==> src/rtl/imm_decode_ctrl.sv <==
// imm_decode_ctrl: decode-stage sequencer for the immediate generator.
// Classifies each fetched opcode, drives imm_gen with the resulting format code
// and registers instruction, PC, immediate and classification toward execute
// behind valid/ready handshakes on both sides.
// Optional feature macro IMM_DECODE_SKID_EN: adds a second (skid) entry so that
// in_ready is registered and has no combinational path from out_ready.

package imm_decode_pkg;
    typedef enum logic [2:0] {
        IMM_I    = 3'd0,
        IMM_S    = 3'd1,
        IMM_B    = 3'd2,
        IMM_U    = 3'd3,
        IMM_J    = 3'd4,
        IMM_CSR  = 3'd5,
        IMM_NONE = 3'd7
    } imm_type_e;
endpackage

module imm_gen
    import imm_decode_pkg::*;
#(
    parameter int XLEN = 32
) (
    input  logic [31:0]     instr,
    input  logic [2:0]      imm_type,
    output logic [XLEN-1:0] imm
);
    logic [31:0] imm32;

    // Assemble the RV32I immediate for the requested format.
    always_comb begin
        // NOTE: assigning a default first means every path drives imm32, so no latch is inferred.
        imm32 = '0;
        case (imm_type)
            IMM_I:   imm32 = {{20{instr[31]}}, instr[31:20]};
            IMM_S:   imm32 = {{20{instr[31]}}, instr[31:25], instr[11:7]};
            IMM_B:   imm32 = {{19{instr[31]}}, instr[31], instr[7], instr[30:25], instr[11:8], 1'b0};
            IMM_U:   imm32 = {instr[31:12], 12'd0};
            IMM_J:   imm32 = {{11{instr[31]}}, instr[31], instr[19:12], instr[20], instr[30:21], 1'b0};
            IMM_CSR: imm32 = {27'd0, instr[19:15]};
            default: imm32 = '0;
        endcase
    end

    // Widen to the datapath; zimm already has a zero top bit so sign-extension is safe.
    assign imm = XLEN'($signed(imm32));
endmodule

module imm_decode_ctrl
    import imm_decode_pkg::*;
#(
    parameter int              XLEN         = 32,
    parameter logic [XLEN-1:0] RESET_PC_TAG = '0
) (
    input  logic            clk,
    input  logic            rst,
    input  logic            in_valid,
    output logic            in_ready,
    input  logic [31:0]     in_instr,
    input  logic [XLEN-1:0] in_pc,
    input  logic            flush,
    output logic            out_valid,
    input  logic            out_ready,
    output logic [31:0]     out_instr,
    output logic [XLEN-1:0] out_pc,
    output logic [XLEN-1:0] out_imm,
    output logic [2:0]      out_imm_type,
    output logic            out_has_imm,
    output logic            out_illegal
);
    typedef struct packed {
        logic [31:0]     instr;
        logic [XLEN-1:0] pc;
        logic [XLEN-1:0] imm;
        imm_type_e       imm_type;
        logic            has_imm;
        logic            illegal;
    } entry_t;

    localparam entry_t RESET_ENTRY = '{
        instr: '0, pc: RESET_PC_TAG, imm: '0, imm_type: IMM_NONE, has_imm: 1'b0, illegal: 1'b0
    };

`ifdef IMM_DECODE_SKID_EN
    typedef enum logic [1:0] {ST_EMPTY = 2'd0, ST_FULL = 2'd1, ST_SKID = 2'd2} state_e;
    entry_t skid_q;
    logic   load_skid;
    logic   promote;
`else
    typedef enum logic {ST_EMPTY = 1'b0, ST_FULL = 1'b1} state_e;
`endif

    state_e          state_q, state_d;
    entry_t          main_q, in_entry;
    imm_type_e       dec_type;
    logic            dec_illegal;
    logic [XLEN-1:0] dec_imm;
    logic            in_xfer, out_xfer, load_main;

    // Classify the incoming opcode into an immediate format.
    always_comb begin
        dec_type    = IMM_NONE;
        dec_illegal = 1'b0;
        case (in_instr[6:0])
            7'b0010011, 7'b0000011, 7'b1100111: dec_type = IMM_I;
            7'b0100011:                         dec_type = IMM_S;
            7'b1100011:                         dec_type = IMM_B;
            7'b0110111, 7'b0010111:             dec_type = IMM_U;
            7'b1101111:                         dec_type = IMM_J;
            7'b1110011: begin
                if (in_instr[14]) dec_type = IMM_CSR;
                else              dec_type = IMM_I;
            end
            7'b0110011:                         dec_type = IMM_NONE;
            default:                            dec_illegal = 1'b1;
        endcase
    end

    imm_gen #(.XLEN(XLEN)) u_imm_gen (
        .instr    (in_instr),
        .imm_type (dec_type),
        .imm      (dec_imm)
    );

    assign in_entry = '{
        instr: in_instr, pc: in_pc, imm: dec_imm, imm_type: dec_type,
        has_imm: (dec_type != IMM_NONE), illegal: dec_illegal
    };

    assign out_valid = (state_q != ST_EMPTY);
`ifdef IMM_DECODE_SKID_EN
    // Only the registered state feeds in_ready, so out_ready never reaches fetch combinationally.
    assign in_ready  = (state_q != ST_SKID);
`else
    assign in_ready  = !out_valid || out_ready;
`endif
    // An input offered during flush is dropped, whatever in_ready says.
    assign in_xfer   = in_valid && in_ready && !flush;
    assign out_xfer  = out_valid && out_ready;

    // State register; reset discards any held entry immediately.
    always_ff @(posedge clk or posedge rst) begin
        // NOTE: sequential state uses non-blocking assignment so all registers update together.
        if (rst) state_q <= ST_EMPTY;
        else     state_q <= state_d;
    end

    // Next-state and entry-movement decisions; flush overrides every transfer.
    always_comb begin
        state_d   = state_q;
        load_main = 1'b0;
`ifdef IMM_DECODE_SKID_EN
        load_skid = 1'b0;
        promote   = 1'b0;
`endif
        if (flush) begin
            state_d = ST_EMPTY;
        end else begin
            case (state_q)
                ST_EMPTY: begin
                    if (in_xfer) begin
                        load_main = 1'b1;
                        state_d   = ST_FULL;
                    end
                end
                ST_FULL: begin
                    if (in_xfer && out_xfer) begin
                        load_main = 1'b1;
`ifdef IMM_DECODE_SKID_EN
                    end else if (in_xfer) begin
                        load_skid = 1'b1;
                        state_d   = ST_SKID;
`endif
                    end else if (out_xfer) begin
                        state_d = ST_EMPTY;
                    end
                end
`ifdef IMM_DECODE_SKID_EN
                ST_SKID: begin
                    if (out_xfer) begin
                        promote = 1'b1;
                        state_d = ST_FULL;
                    end
                end
`endif
                default: state_d = ST_EMPTY;
            endcase
        end
    end

    // Output entry: loaded from decode, or from the skid slot when it drains.
    always_ff @(posedge clk or posedge rst) begin
        if (rst)            main_q <= RESET_ENTRY;
        else if (load_main) main_q <= in_entry;
`ifdef IMM_DECODE_SKID_EN
        else if (promote)   main_q <= skid_q;
`endif
    end

`ifdef IMM_DECODE_SKID_EN
    // Skid slot captures the entry that arrived while execute was stalled.
    always_ff @(posedge clk) begin
        // NOTE: no reset on skid data; it is only read once the state says the slot is valid.
        if (load_skid) skid_q <= in_entry;
    end
`endif

    assign out_instr    = main_q.instr;
    assign out_pc       = out_valid ? main_q.pc : RESET_PC_TAG;
    assign out_imm      = main_q.imm;
    assign out_imm_type = main_q.imm_type;
    assign out_has_imm  = out_valid && main_q.has_imm;
    assign out_illegal  = out_valid && main_q.illegal;

    // Fetch must hold a stalled instruction steady until it is taken or flushed.
    assert property (@(posedge clk) disable iff (rst)
        (in_valid && !in_ready && !flush) |=> (in_valid && $stable(in_instr) && $stable(in_pc)));
endmodule

==> config.mk <==
export PLATFORM = sky130hd
export DESIGN_NAME = imm_decode_ctrl
export DESIGN_NICKNAME = d
export VERILOG_FILES = /design/src/rtl/imm_decode_ctrl.sv
export SDC_FILE = /design/constraint.sdc
export NUM_CORES = 1
export LEC_CHECK = 0
export CORE_ASPECT_RATIO = 0.9
export CORE_MARGIN = 3
export CORE_UTILIZATION = 49
export DETAILED_ROUTE_END_ITERATION = 8
export PLACE_DENSITY = 0.86
export SETUP_SLACK_MARGIN = 0.1
export SYNTH_ARGS = -nofsm -noshare
export SYNTH_HDL_FRONTEND = slang
export SYNTH_SLANG_ARGS = --single-unit
==> constraint.sdc <==
create_clock -name clk -period 5.9 [get_ports clk]
set_input_delay 0.885 -clock clk [delete_from_list [all_inputs] [get_ports clk]]
set_output_delay 0.885 -clock clk [all_outputs]
set_load 0.02 [all_outputs]
==> After elaboration in Yosys (flattened, before gate mapping) <==
Cells that the tools add are included.
W data, S select, Z words.
{ "classes": {"eq_ne": 16, "muxes": 13, "bitwise": 1, "reduce_logical": 13} }
{ "op_table": {"columns": ["op", "n"], "rows": [
  ["$pmux W32 S6", 1],
  ["$mux W32", 1],
  ["$eq A7 B7 Y1 const B", 4],
  ["$eq A7 B6 Y1 const B", 3],
  ["$pmux W3 S6", 1],
  ["$eq A7 B5 Y1 const B", 2],
  ["$reduce_or A10 Y1", 1],
  ["$eq A7 B2 Y1 const B", 1],
  ["$mux W1", 7],
  ["$eq A3 B2 Y1 const B", 2],
  ["$eq A3 B3 Y1 const B", 2],
  ["$logic_and A1 B1 Y1", 6],
  ["$pmux W1 S2", 2],
  ["$eq A3 B1 Y1 const B", 1],
  ["$logic_not A3 Y1", 1],
  ["$mux W3", 1],
  ["$ne A3 B3 Y1 const B", 1],
  ["$reduce_or A3 Y1", 1],
  ["$logic_not A1 Y1", 2],
  ["$reduce_or A2 Y1", 1],
  ["$logic_or A1 B1 Y1", 1],
  ["$not A1 Y1", 1]
]} }
{ "word_totals": {"ff_bits": 102, "out_inout_bits": 103} }

==> Longest topological paths before layout <==
Gate-level depths: netlist (run 1).
{ "depth": {"ltp_word": 8, "ltp_mapped": 8} }

==> By module <==
From an unflattened synthesis (run 1), not the netlist that was laid out.
{ "unflattened": {"hier_cells": 435, "hier_area_um2": 5223.8} }
{ "modules_own_cells": {"columns": ["mod", "instances", "cells_each", "area_each_um2", "seq_area_each_um2"], "rows": [
  ["imm_decode_ctrl", 1, 355, 4690.7, 2556.2],
  ["imm_gen", 1, 80, 533.0, 0.0]
]} }

==> Least setup slack after synthesis (run 1) <==
Ideal clock, no wire load.
{ "synth_timing": {"path_type": "in2reg", "from": "input in_instr[3]", "to": "register main_q (netlist bit out_imm[21])", "setup_ps": 77, "arrival_ps": 2137, "required_time_ps": 5823, "setup_slack_ps": 3685, "stages": 6, "n_path_buf": 2, "path_cell_list": "buf_4 or4_4 a31oi_4 a31oi_1 buf_2 a21oi_1"} }
{ "synth_via": {"elab_chain_len": 5, "word_cells_on_any_way": 19} }
{ "synth_lines": {"columns": ["item", "line", "text"], "rows": [
  ["from (decl)", "60", "input logic [31:0] in_instr,"],
  ["$eq A7 B5 Y1, or another cell as far along", "105", "case (in_instr[6:0])"],
  ["$reduce_or A3 Y1 / $reduce_or A2 Y1 (equally long branches)", null, null],
  ["$pmux W3 S6 (*)", "105", null],
  ["$eq A3 B3 Y1, or another cell as far along", "35", "case (imm_type)"],
  ["$pmux W32 S6 (*)", "35", null],
  ["to (signal assigned)", "195", "else if (load_main) main_q <= in_entry;"],
  ["to (decl)", "95", "entry_t main_q, in_entry;"]
]} }
Mark *: on every way between the ends. The rest lies on a longest branch, timed or not.
A chain may end at the register's enable or synchronous reset.

==> Final worst setup path (run 1) <==
{ "layout_timing": {"from": "input in_instr[4]", "to": "register main_q (netlist bit out_imm[17])"} }
Same word-level chain as after synthesis.

==> results of run 1 <==
## worst max-delay path by stage
stage	start	to	slack, ns	depth (start not counted)
global placement	in_instr[4]	out_imm[8]	2.50	6
global route	in_instr[4]	out_imm[10]	2.40	6
floorplan	rst	main_q[0]	2.34	1
CTS	out_valid	in_ready	2.64	3
detailed placement	in_instr[4]	out_imm[10]	2.35	6
finish	in_instr[4]	out_imm[17]	2.66	6
## synth_stat cells, types with 3 or more instances
master    instances
a21oi_1          25
buf_2             9
nand4_1           3
dfrtp_1          99
a31oi_1           6
and2_1           34
dfstp_2           3
o21ai_0          11
o21ai_1           4
inv_1             3
buf_1             6
buf_4            68
nor2b_1           8
clkbuf_1         14
a211oi_1          9
nand2_1         221
nor2_1           39
## layout make-up
type	count	share of cell area (%)
clock buffers	11	3.681
clock inverters	5	1.006
inverters	3	0.2087
multi-input cells	386	27.53
flip-flops and latches	102	38.77
well taps	126	2.391
repair buffers	175	26.41
## through the flow
| step | area [um2] | total power, mW | setup WS, ns | cells |
|---|---|---|---|---|
| final | 6594 | 1.941 | 2.655 | 808 |
| after global placement | 6285 | 1.333 | 2.500 | 792 |
| after global routing | 6594 | 2.033 | 2.399 | 808 |
| after CTS | 6594 | 1.959 | 2.637 | 808 |
| after floorplan | 5007 | 1.177 | 2.344 | 588 |
| after detailed placement | 6285 | 1.350 | 2.346 | 792 |
## worst reg2reg max path, stage by stage (launching register included)
cell	delay (ns)
dfrtp_1	0.73
nor2b_1	0.36
nor3b_4	0.81
buf_4	0.58
buf_4	0.34
nand2_1	0.10
o21ai_1	0.12
## routing by layer
layer	wire [um]	track usage, %
met1	5380	29.97
met2	6189	36.70
met3	908	5.625
met4	294	6.470
met5	0	0
## report_power, final
part	internal, mW	switching, mW
registers	0.795	0.0558
clock network	0.346	0.261
logic	0.227	0.256
## flip-flops by register name, summed over array words and instances, names as in the netlist
| signal | flops |
|---|---|
| out_instr | 32 |
| out_imm | 32 |
| main_q | 34 |
| out_imm_type | 3 |
| out_valid | 1 |
## layout by cell type, fill, tap and decap left out, types with 2 or more instances in the layout
cell / count
o21ai_0: 11
a311oi_1: 2
nand3b_1: 2
and3_1: 2
clkdlybuf4s50_1: 171
nand2_1: 221
dfrtp_1: 99
inv_1: 2
and2_1: 34
nand4_1: 3
nor2b_1: 8
a21oi_2: 2
a31oi_1: 6
a21oi_1: 25
nor2_1: 39
clkbuf_16: 9
buf_4: 4
o21ai_1: 4
dfstp_2: 3
a211oi_1: 9
## logic make-up after synthesis
| kind of cell | Yosys count |
|---|---|
| flops | 102 |
| simple gates | 321 |
| compound gates | 65 |
| buf+inv | 100 |
==> impl_metrics.toml, run 1 <==
[status]
run_status = "complete, no violations"

[final_layout]
multiInputGateArea_um2 = 1815
seqCellArea_um2 = 2556
diodes = 0
final_nets = 746
layout-drive-gt1-share_pct = 4.839
fin_util_pct = 67.10
fillCellCount = 795
area_delta_synth_final_pct = 31.68

[clock_tree]
clock_sinks = 102
clk_latency_ns = 0.34
clk_path_buf_depth = 2
postCtsSetupBuffers = 0
htree_num_levels = 3
cts_buffers = 9
cts_root_buffer = "clkbuf_16"
cts_resized = 0
clk_pin_slew_ns = 0.07
cts_hold_buffers = 0
cts_tree = "yes"

[sta]
slew_viol_final = 0
finClkSkew_ns = 0.004402
fmax_ghz = 0.3082
final_hold_viol_count = 0
finalCriticalPeriod_ns = 3.245
worst_pin_slew_ns = 1.060
holdWs_ns = 0.4682
fin_setup_tns_ns = 0
slew_headroom_pct = 28.98
setup_viol_count_final = 0
period_share_pct = 54.99
rsz0062_at_grt = "no"

[floorplanning]
initial_utilization_pct = 50.95
num_io_pins = 172
core_um2 = 9827
die_w_um = 112.6
fp.dieH_um = 101.9
dieArea_um2 = 11470
rows = 34

[synth]
synth_fa_ha_area_share_pct = 0
synth.area.mux_share_pct = 0
async_flop_share_pct = 100.0
syn-instance-count = 588
ys_seq_area_share_pct = 51.05
synth_cell_types = 39
synth_top_area_share_pct = 49.48
synth_warnings = 0
syn_nets = 657
avgSynthCellArea_um2 = 8.516
synth_seq_cells = 102
synth_top_family_by_area = "simple AND/OR/NAND/NOR gates"
yosys.area_share.simple_pct = 28.04
syn_area_um2 = 5007
synth_compound_area_share_pct = 8.096
synth_xor_area_share_pct = 0
synthFlopType = "dfrtp_1"
synth-edff-count = 0
yosysTopAreaCell = "dfrtp_1"
synthTopCellsByArea = "dfrtp_1, nand2_1, buf_4"

[critical_path]
slowest_delay_ns = 0.80
r2r_start = "out_valid"
worst_setup_path_end_kind = "flip-flop"
crit_arrival_ns = 3.46
timing.rr.end = "out_imm[31]"
crit_slowest_cell = "clkdlybuf4s50_1"
cp_common_cell = "nand2_1"
r2r_slack_ns = 2.79
path_cells = "clkdlybuf4s50_1 -> nand2_1 -> nor4_4 -> o21bai_1 -> nand2_1 -> a211oi_1"
required_ns = 6.12
cp_num_buf_inv = 1
reg2reg_depth = 6
worst_setup_path_start_kind = "primary input"
crit_type = "in2reg"
path_delay_family = "simple AND/OR/NAND/NOR gates"
crit_path_max_fanout = 16

[job]
max_cap_viol_count = 0

[detailed_routing]
drt_iter0_drc = 340
vias_per_cell = 5.105
drtAntennaViolNets = 0
drt-total-wl_um = 12770
dr.pass1.iters = 5
wire_per_inst_um = 15.81
vias = 4125
route.detailed.drc = 0

[global_routing]
grt_antenna_before_repair = 0
grt_pass1_vias = 4019
grt_use_total_pct = 22.42
grt_max_degree = 81
grt_pass1_wl_um = 20630
overflow = 0

[power]
pwr_density_cell_nw_per_um2 = 294.3
p_leak_nw = 2.957
max-vdd-ir-drop_mv = 0.1582

[place]
gp_congestion = 0.8512
io_buffers = 171
hpwlAfterDp_um = 9216

[worst_hold_path]
min_path_cells = 2
min_to = "main_q[44]"
hp-class = "reg2reg"
worstHoldStart = "main_q[44]"
(Power assumes the default switching activity.)
==> run 2: changes to the inputs <==
CORE_UTILIZATION = 46   (was 49)
PLACE_DENSITY = 0.81   (was 0.86)
clock period = 3.17 ns   (was 5.9 ns; I/O delays follow)
==> impl_metrics.toml, run 2 (synthesis gave the netlist of run 1 again) <==
[critical_path]
required_ns = 3.34
crit_path_max_fanout = 11
worst_setup_path_start_kind = "primary input"
path_delay_family = "compound AO/OA/AOI/OAI gates"
cp_num_buf_inv = 1
slowest_delay_ns = 0.81
path_cells = "clkdlybuf4s50_1 -> and2_0 -> o21ai_1 -> a31oi_4 -> a31oi_1 -> a21oi_1"
crit_slowest_cell = "a31oi_1"
worst_setup_path_end_kind = "flip-flop"
crit_type = "in2reg"
crit_arrival_ns = 2.73

[sta]
slew_headroom_pct = 34.83
setup_viol_count_final = 0
slew_viol_final = 0
fmax_ghz = 0.3908
worst_pin_slew_ns = 0.9730
fin_setup_tns_ns = 0
finClkSkew_ns = 0.004112
rsz0062_at_grt = "no"
final_hold_viol_count = 0
finalCriticalPeriod_ns = 2.559
period_share_pct = 80.72

[place]
hpwlAfterDp_um = 9407
dpl_cell_area_um2 = 6372
io_buffers = 171
gp_congestion = 0.8864

[final_layout]
final_nets = 752
largest-register = "main_q"
seqCellArea_um2 = 2556
design_area_um2 = 6671
layout-drive-gt1-share_pct = 5.669
layout_commonest_cell = "nand2_1"
area_delta_synth_final_pct = 33.23
fillCellCount = 869
largest_reg_flops = 34
multiInputGateArea_um2 = 1815
final_cell_mix = "nand2_1, clkdlybuf4s50_1, dfrtp_1, nor2_1, and2_1"
diodes = 0

[clock_tree]
cts_hold_buffers = 0
htree_num_levels = 3
clk_path_buf_depth = 2
postCtsSetupBuffers = 0
cts_root_buffer = "clkbuf_16"
clk_pin_slew_ns = 0.07
clk_latency_ns = 0.34
cts_tree = "yes"
cts_buffers = 9
clock_sinks = 102
cts_resized = 0

[worst_hold_path]
hp-class = "reg2reg"

[detailed_routing]
dr.pass1.iters = 4
wire_per_inst_um = 15.88
drtAntennaViolNets = 0
drt-total-wl_um = 12980
drt_iter0_drc = 301
route.detailed.drc = 0
vias = 4107
vias_per_cell = 5.027

[global_routing]
grt_pass1_wl_um = 20990
grt_pass1_vias = 4143
grt_antenna_before_repair = 0
grt_use_total_pct = 21.78
overflow = 0
grt_max_degree = 103

[floorplanning]
rows = 35
initial_utilization_pct = 48.04
fp.dieH_um = 105.0
core_um2 = 10420
num_io_pins = 172
die_w_um = 116.0
dieArea_um2 = 12180

[power]
pwr_density_cell_nw_per_um2 = 540.1
pwr-share-comb_pct = 25.4
max-vdd-ir-drop_mv = 0.3496
switching_power_mw = 1.056
seqPwrFrac_pct = 43.9
intPower_mw = 2.547
switching_share_pct = 29.32
p_leak_nw = 2.994
power.share.clock_pct = 30.7

[status]
run_status = "complete, no violations"

[job]
max_cap_viol_count = 0
-- run 2: path summary, 6_finish.rpt --
| kind | startpoint | cells past startpoint | endpoint | slack [ns] |
|---|---|---|---|---|
| hold / removal | main_q[52] | 2 | main_q[52] | 0.47 |
| setup / recovery | in_instr[2] | 6 | out_imm[30] | 0.61 |
| setup reg to reg | out_valid | 6 | out_imm[13] | 0.86 |
| hold reg to reg | main_q[52] | 2 | main_q[52] | 0.47 |
| min in group asynchronous | rst | 3 | main_q[38] | 0.64 |
| max in group asynchronous | rst | 3 | out_instr[6] | 2.12 |
-- run 2: power by group through the flow --
| stage | sequential (mW) | combinational, mW | clock, mW |
|---|---|---|---|
| floorplan | 1.57 | 0.621 | 0 |
| finish | 1.58 | 0.916 | 1.11 |
| detailed placement | 1.60 | 0.923 | 0 |
| global route | 1.60 | 0.992 | 1.19 |
| CTS | 1.58 | 0.925 | 1.14 |
| global placement | 1.60 | 0.902 | 0 |
-- run 2: routing by layer --
metal,wire length [um],vias up,track usage [%]
li1,-,1990,-
met1,5620,1979,29.05
met2,6388,121,35.62
met3,741,17,5.153
met4,225,0,5.634
met5,0,-,0
-- run 2: cell type report --
class	instances	share of cell area [%]
sequential	102	38.32
tap	129	2.419
clock inverter	5	0.8440
timing repair buffer	181	27.34
multi-input combinational	386	27.21
clock buffer	11	3.638
inverter	3	0.2251
-- run 2: metrics by stage --
step                hold slack [ns]  instances  worst slack [ns]  util (%)  power, mW
floorplan                    0.4374        588             1.365         -      2.191
global placement             0.4495        801            0.3825     61.14      2.498
finish                       0.4673        817            0.6113     64.01      3.603
detailed placement           0.4539        801            0.2700     61.14      2.528
global route                 0.4817        817            0.4539     64.01      3.789
CTS                          0.4708        817            0.5971     64.01      3.647
-- run 2: tightest hold or removal path, cell delays in order, from the launching register on --
cell	delay (ns)
dfrtp_1	0.34
nand2_1	0.05
nand2_1	0.05
==> run 3: changes to the inputs <==
clock period = 2.4 ns   (was 3.17 ns; I/O delays follow)
==> impl_metrics.toml, run 3 (synthesis gave the netlist of run 1 again) <==
[place]
dpl.cell_count = 815
hpwlAfterDp_um = 9809
post-place-ws_ns = 0.05944
gp_congestion = 0.8982
io_buffers = 171

[sta]
finClkSkew_ns = 0.004817
timing.final.ws_setup_ns = 0.3038
final_hold_viol_count = 0
period_share_pct = 87.34
fmax_ghz = 0.4771
rsz0062_at_grt = "no"
fin_setup_tns_ns = 0
finalCriticalPeriod_ns = 2.096
worst_pin_slew_ns = 0.6333
slew_viol_final = 0
slew_headroom_pct = 57.69
setup_viol_count_final = 0

[final_layout]
layout_commonest_cell = "nand2_1"
seqCellArea_um2 = 2556
finalNonFillerCells = 829
largest_reg_flops = 34
largest-register = "main_q"
final_nets = 766
area_delta_synth_final_pct = 35.31
layout-drive-gt1-share_pct = 7.429
multiInputGateArea_um2 = 1815
final_cell_mix = "nand2_1, clkdlybuf4s50_1, dfrtp_1, nor2_1, and2_1"
fillCellCount = 875
diodes = 0

[global_routing]
grt_use_total_pct = 21.60
grt_pass1_wl_um = 20920
grt_pass1_vias = 4147
grt_antenna_before_repair = 0
grt_max_degree = 68
overflow = 0

[critical_path]
crit_path_max_fanout = 3
crit_type = "in2out"
path_cells = "clkdlybuf4s50_1 -> nor2b_1 -> inv_1 -> clkdlybuf4s50_1"
cp_common_cell = "clkdlybuf4s50_1"
required_ns = 2.04
slowest_delay_ns = 0.57
worst_setup_path_end_kind = "output pin"
crit_slowest_cell = "clkdlybuf4s50_1"
cp_num_buf_inv = 3
path_delay_family = "buffers and inverters"
crit_arrival_ns = 1.74
worst_setup_path_start_kind = "primary input"

[floorplanning]
initial_utilization_pct = 48.04
core_um2 = 10420
dieArea_um2 = 12180
num_io_pins = 172
fp.dieH_um = 105.0
rows = 35
die_w_um = 116.0

[power]
p_leak_nw = 3.061
pwr_density_cell_nw_per_um2 = 713.7
max-vdd-ir-drop_mv = 0.4113
power.total_mw = 4.835

[clock_tree]
cts_hold_buffers = 0
postCtsSetupBuffers = 0
cts_buffers = 9
cts_resized = 0
cts_tree = "yes"
clk_path_buf_depth = 2
htree_num_levels = 3
clk_pin_slew_ns = 0.07
clk_latency_ns = 0.33
clock_sinks = 102
cts_root_buffer = "clkbuf_16"

[job]
max_cap_viol_count = 0

[detailed_routing]
vias_per_cell = 5.016
dr.pass1.iters = 4
drt-total-wl_um = 12910
wire_per_inst_um = 15.57
drt_iter0_drc = 417
vias = 4158
drtAntennaViolNets = 0
route.detailed.drc = 0

[worst_hold_path]
hp-class = "in2async"

[status]
run_status = "complete, no violations"
-- run 3: cell count changes in the layout (fill, tap and decap cells not counted) --
| cell | delta |
|---|---|
| buf_12 | -1 |
| buf_4 | +15 |
| bufinv_16 | +1 |
| clkbuf_1 | -1 |
| clkbuf_8 | -1 |
| clkinv_2 | -2 |
| clkinv_4 | +1 |
-- run 3: report_power, final --
group          total, mW  leakage (nW)  switching [mW]  internal, mW
registers           2.08          1.26           0.126          1.96
clock network       1.53         0.148           0.618         0.908
logic               1.23          1.65           0.645         0.583
total               4.84          3.06            1.39          3.45
-- run 3: per-layer routing --
layer	GRT usage (%)	up-vias	share of wire, %
met2	35.95	133	50
li1	-	2007	-
met4	4.722	0	1.9
met3	4.748	18	5.8
met1	28.88	2000	43
met5	0	-	0
-- run 3: layout make-up --
cell class	count	share of cell area (%)
flip-flops and latches	102	37.73
inverters	3	0.2216
repair buffers	195	28.29
multi-input cells	386	26.80
clock buffers	9	3.324
well taps	129	2.382
clock inverters	5	1.256
-- run 3: worst paths after layout --
kind	cells past startpoint	from	slack [ns]	to
worst max-delay path	4	out_ready	0.30	in_ready
worst min-delay path	2	rst	0.26	main_q[43]
worst max register to register	6	out_valid	0.59	main_q[48]
worst min register to register	2	main_q[43]	0.47	main_q[43]
max in group asynchronous	3	rst	1.54	out_instr[28]
min in group clk	2	main_q[43]	0.47	main_q[43]
-- run 3: per-stage QoR --
step	hold slack, ns	util [%]	area (um2)
after floorplan	0.4264	-	5011
after global placement	0.4498	62.03	6465
after detailed placement	0.4542	62.03	6465
after CTS	0.2560	65.01	6775
after global routing	0.2553	65.01	6775
final	0.2603	65.01	6775
